$ cat src/rtl/paralelo_serial_pkg.sv
// Symbols and state encoding shared by both ends of the serial link.
// The receive side uses the same constants for alignment.
package pcie_simbolos;

  localparam int         SYM_WIDTH = 8;
  localparam logic [7:0] SIM_COM   = 8'hBC;

  localparam logic [1:0] S_RESET = 2'd0;
  localparam logic [1:0] S_IDLE  = 2'd1;
  localparam logic [1:0] S_DATA  = 2'd2;

  // The state is chosen only at a load edge, by whether a byte was waiting.
  function automatic logic [1:0] estado_carga(input logic lleno);
    return lleno ? S_DATA : S_IDLE;
  endfunction

endpackage

$ cat src/rtl/paralelo_serial_contador_bits.sv
// Bit position counter for one symbol: counts enabled cycles modulo WIDTH.
// carga flags position 0, where the next symbol is loaded.
module contador_bits #(
  parameter int WIDTH = 8,
  parameter int CW    = $clog2(WIDTH)
) (
  input  logic          clk,
  input  logic          reset,
  input  logic          enb,
  output logic [CW-1:0] bit_cnt,
  output logic          carga
);

  always_ff @(posedge clk) begin
    if (!reset) begin
      bit_cnt <= '0;
    end else if (enb) begin
      if (bit_cnt == CW'(WIDTH - 1)) begin
        bit_cnt <= '0;
      end else begin
        bit_cnt <= bit_cnt + CW'(1);
      end
    end
  end

  assign carga = (bit_cnt == '0);

endmodule

$ cat src/rtl/paralelo_serial.sv
// Serial link transmitter: one-deep holding register feeding an MSB-first shift
// register, with the COM symbol filling every slot that has no byte pending.
module paralelo_serial
  import pcie_simbolos::*;
#(
  parameter int               WIDTH    = SYM_WIDTH,
  parameter logic [WIDTH-1:0] IDLE_SYM = SIM_COM
) (
  input  logic             clk,
  input  logic             reset,
  input  logic             enb,
  input  logic [WIDTH-1:0] entradas,
  input  logic             valid_in,
  output logic             ready_out,
  output logic             salida,
  output logic             inicio,
  output logic             es_dato,
  output logic [1:0]       estado
);

  localparam int CW = $clog2(WIDTH);

  // Handshake: a byte moves into hold on a posedge where valid_in and
  // ready_out are both high; upstream keeps entradas stable until then.
  logic [CW-1:0]    bit_cnt;
  logic             carga;
  logic [WIDTH-1:0] shift;
  logic [WIDTH-1:0] hold;
  logic             hold_full;
  logic [WIDTH-1:0] src;
  logic             acepta;

  contador_bits #(.WIDTH(WIDTH), .CW(CW)) u_contador (
    .clk     (clk),
    .reset   (reset),
    .enb     (enb),
    .bit_cnt (bit_cnt),
    .carga   (carga)
  );

  assign ready_out = ~hold_full & enb;
  assign acepta    = valid_in & ready_out;
  assign src       = hold_full ? hold : IDLE_SYM;

  always_ff @(posedge clk) begin
    if (!reset) begin
      salida    <= 1'b0;
      inicio    <= 1'b0;
      es_dato   <= 1'b0;
      shift     <= '0;
      hold      <= '0;
      hold_full <= 1'b0;
      estado    <= S_RESET;
    end else if (enb) begin
      if (carga) begin
        salida    <= src[WIDTH-1];
        shift     <= src << 1;
        inicio    <= 1'b1;
        es_dato   <= hold_full;
        hold_full <= 1'b0;
        estado    <= estado_carga(hold_full);
      end else begin
        salida <= shift[WIDTH-1];
        shift  <= shift << 1;
        inicio <= 1'b0;
      end
      // An accept on a load edge with hold empty waits for the next load.
      if (acepta) begin
        hold      <= entradas;
        hold_full <= 1'b1;
      end
    end
  end

endmodule

$ cat config.mk
export PLATFORM = sky130hd
export DESIGN_NAME = paralelo_serial
export DESIGN_NICKNAME = d
export VERILOG_FILES = /design/src/rtl/paralelo_serial_pkg.sv /design/src/rtl/paralelo_serial_contador_bits.sv /design/src/rtl/paralelo_serial.sv
export SDC_FILE = /design/constraint.sdc
export NUM_CORES = 1
export LEC_CHECK = 0
export CORE_MARGIN = 2
export CORE_UTILIZATION = 42
export DETAILED_ROUTE_END_ITERATION = 7
export GPL_TIMING_DRIVEN = 0
export HOLD_SLACK_MARGIN = 0.02
export MAX_ROUTING_LAYER = met4
export PLACE_DENSITY = 0.72
export SLEW_MARGIN = 20
export SYNTH_ARGS = -nofsm -noshare
export SYNTH_HDL_FRONTEND = slang
export SYNTH_SLANG_ARGS = --single-unit
$ cat constraint.sdc
create_clock -name clk -period 3.57 [get_ports clk]
set_input_delay 0.5355 -clock clk [delete_from_list [all_inputs] [get_ports clk]]
set_output_delay 0.5355 -clock clk [all_outputs]
set_load 0.01 [all_outputs]
# [Word-level counts from Yosys, hierarchy flattened]
# Cells that the tools add are included.
[word_totals] ff_bits=25 latch_bits=0 ramBits=0 romBits=0 inputBits=12 output_inout_bits=6 wordCells=26 mem_count=0
[classes] addsub=1 n_mul=0 n_div=0 magnitude_cmp=0 n_eq_ne=1 shifts=0 muxes=8 n_bitwise=3 reduce_logical=5
[op_table] operator="8-bit two-way mux" n=2
[op_table] operator="2-bit AND reduction" n=3
[op_table] operator="1-bit two-way mux" n=4
[op_table] operator="3-bit by 1-bit adder with 3-bit output (second input constant)" n=1
[op_table] operator="3-bit equality test (second input constant)" n=1
[op_table] operator="3-bit logical NOT" n=1
[op_table] operator="3-bit two-way mux" n=1
[op_table] operator="1-bit AND" n=2
[op_table] operator="2-bit two-way mux" n=1
[op_table] operator="2-bit nonzero test" n=1
[op_table] operator="1-bit inverter" n=1

# [Longest topological paths before layout]
[logic_depth] word_depth=5 ltp_mapped=6 mapped_depth_nobuf=5

# [By module]
# Synthesis repeated with hierarchy kept, for this count alone.
[unflattened] hier_cells=114 area_unflattened_um2=1073.5
[by_module_without_submodules] module="paralelo_serial" n_inst=1 cells_per_inst=98 area_each_um2=903.4 seq_area_each_um2=400.4
[by_module_without_submodules] module="contador_bits" n_inst=1 cells_per_inst=16 area_each_um2=170.2 seq_area_each_um2=60.1

# [Worst setup path after synthesis]
# No wires, ideal clock.
[synth_timing] path_type="in2out" startpoint="in enb" endpoint="out ready_out" arrival_ps=1059 t_required_ps=3034 path_slack_ps=1975 cell_stages=3 n_path_buf=2 cell_sequence="buf_4 -> buf_2 -> nor2b_1"
[synth_between] elab_chain_len=1
[synth_rtl] element="start, declared" line="paralelo_serial.sv:11" text="input logic enb,"
[synth_rtl] element="1-bit AND" line="paralelo_serial.sv:41" text="assign ready_out = ~hold_full & enb;"
[synth_rtl] element="end, declared" line="paralelo_serial.sv:14" text="output logic ready_out,"
# No other way between the ends.

# [Final worst setup path]
# Same ends and word-level chain as after synthesis.

==> qor.csv <==
metric,value,unit
die_w,52.7,um
grt_pass1_wl,3190,um
synth.distinct_cells,21,
synthesis.instances,106,
final_cell_area,0.00122,mm2
nNetsFinal,142,
synth.avg_cell_area,9.40,um2
ff2ff_path_depth,5,
ys_ff_latch,23,
rsz0062_at_grt,false,
start_util,44.6,%
fin_crit_sh,59.5,%
cp_max_fo,10,
fill_cells,221,
hold_ws,0.483,ns
slew_headroom,72.9,%
synthesis.area,996,um2
cts_resized,0,
timing.final.crit_period,2.12,ns
drt_iter0_drc,12,
synth_edf_count,0,
layout_commonest_cell,dfxtp_1,
cp.required,3.03,ns
cts_made_buffers,3,
fin_tns_setup,0,ns
p_leak,0.505,nW
yosysSeqAreaShare,46.2,%
hold_violations,0,
grt_max_degree,13,
worstMarginPinSlew,0.406,ns
vias,772,
slew_violations,0,
drcViolationCount,0,
peakVddDrop,0.000248,V
clock_sinks,23,
clock-skew-final,0.00549,ns
clkLatencyLatePin,0.31,ns
area_growth,22.2,%
dpl.hpwl,1350,um
yosysTopAreaCell,dfxtp_1,
setup_viol,0,
crit_arrival,1.59,ns
hold_class,reg2reg,
ys.flop_type,dfxtp_1,
startpoint_type,input port,
antenna_found_initial,0,
synth_fp_nets,121,
end_kind,output pin,
drv_cap,0,
wl,1830,um
cts_tree,done,
place_congestion,0.721,
cts-root-buf,clkbuf_4,
max_freq,471,MHz
grt_overflow_total,0,
htreeDepth,1,
postRouteAntennaNets,0,
drt-wirelength-per-cell,11.9,um
gr-usage-all-layers,16.3,%
status,"complete, no violations",
dieArea,0.00278,mm2
p_per_area,398,mW/mm2
layout_common_cells,"dfxtp_1, clkdlybuf4s50_1, nor2b_1, nor2_1, mux2i_1",
port_buffers,16,
whs_path_depth,2,
yosysWarnings,0,
routed_via_density,5.01,
placed_area,0.00119,mm2
clkTransAtPathRegs,0.12,ns
fp-row-count,17,
async_flop_share,0,%
layout-drive-gt1-share,7.14,%
clock_path_buffers,2,
grt_pass1_vias,699,
postCtsHoldBufs,0,
synth_top_cell_area_share,46.2,%
die_h,52.7,um
worstSetupPathType,in2out,
core_area,0.00223,mm2
drtPass1Iterations,4,
postCtsSetupBuffers,0,
synth_area_leaders,"dfxtp_1, mux2i_1, nor2b_1",
diodes,0,
io_pins,18,
==> registers in the layout, indices dropped and copies added, names as in the netlist <==
register,cells
es_dato,1
shift,7
hold,8
u_contador.bit_cnt,3
salida,1
hold_full,1
estado,1
inicio,1
==> synth_stat cells (3+ instances only) <==
cell      instances
dfxtp_1          23
nor2_1           12
nor2b_1          12
mux2i_1          10
o21ai_0           9
nand2_1           6
a211oi_1          5
nand3b_1          4
a21boi_0          3
buf_4             3
ha_1              3
==> power breakdown <==
| group | total (mW) | switching, mW | leakage, nW | internal, mW |
|---|---|---|---|---|
| Clock | 0.117 | 0.0737 | 0.0150 | 0.0436 |
| Sequential | 0.284 | 0.0101 | 0.189 | 0.273 |
| Combinational | 0.0833 | 0.0376 | 0.300 | 0.0457 |
==> routing by layer <==
| metal | GRT usage, % | part of all wire (%) |
|---|---|---|
| met1 | 20.8 | 49 |
| met2 | 25.8 | 46 |
| met3 | 2.57 | 4.0 |
| met4 | 6.41 | 1.6 |
| met5 | - | 0 |
==> final timing paths <==
kind / slack (ns) / startpoint / to
max: 1.45 / enb / ready_out
min: 0.48 / shift[6]$_SDFFE_PN0P_ / shift[7]$_SDFFE_PN0P_
max reg2reg: 2.13 / u_contador.bit_cnt[0]$_SDFFE_PN0P_ / salida$_SDFFE_PN0P_
min reg2reg: 0.48 / shift[6]$_SDFFE_PN0P_ / shift[7]$_SDFFE_PN0P_
==> through the flow <==
stage | total power [mW] | cells | setup slack, ns | util, %
final | 0.484 | 154 | 1.45 | 54.5
after global routing | 0.510 | 154 | 1.36 | 54.5
after CTS | 0.490 | 154 | 1.44 | 54.5
after detailed placement | 0.373 | 150 | 1.44 | 53.3
after global placement | 0.370 | 150 | 1.45 | 53.3
after floorplan | 0.340 | 106 | 1.98 | -
==> cell type report <==
cell class	count	area (um2)	share of cell area, %
multi-input combinational	73	470	38.6
inverter	2	7.51	0.617
tap	28	35.0	2.88
sequential	23	460	37.8
buffer	8	57.6	4.73
timing repair buffer	16	160	13.2
clock buffer	4	26.3	2.16
==> cells by family (layout without fill, tap and decap cells) <==
logic type / count (synthesis) / in the layout / share of synthesized area [%]
simple gates: 40 / 40 / 21.1
compound gates: 20 / 20 / 12.3
mux: 10 / 10 / 10.1
flops: 23 / 23 / 46.2
fa+ha+maj: 3 / 3 / 3.77
buf+inv: 10 / 30 / 6.53
==> worst max-delay path, cell delays in order <==
cell and delay, ns:
buf_4 0.13, buf_2 0.22, nor2b_1 0.15, clkdlybuf4s50_1 0.54
(Power assumes the default switching activity.)
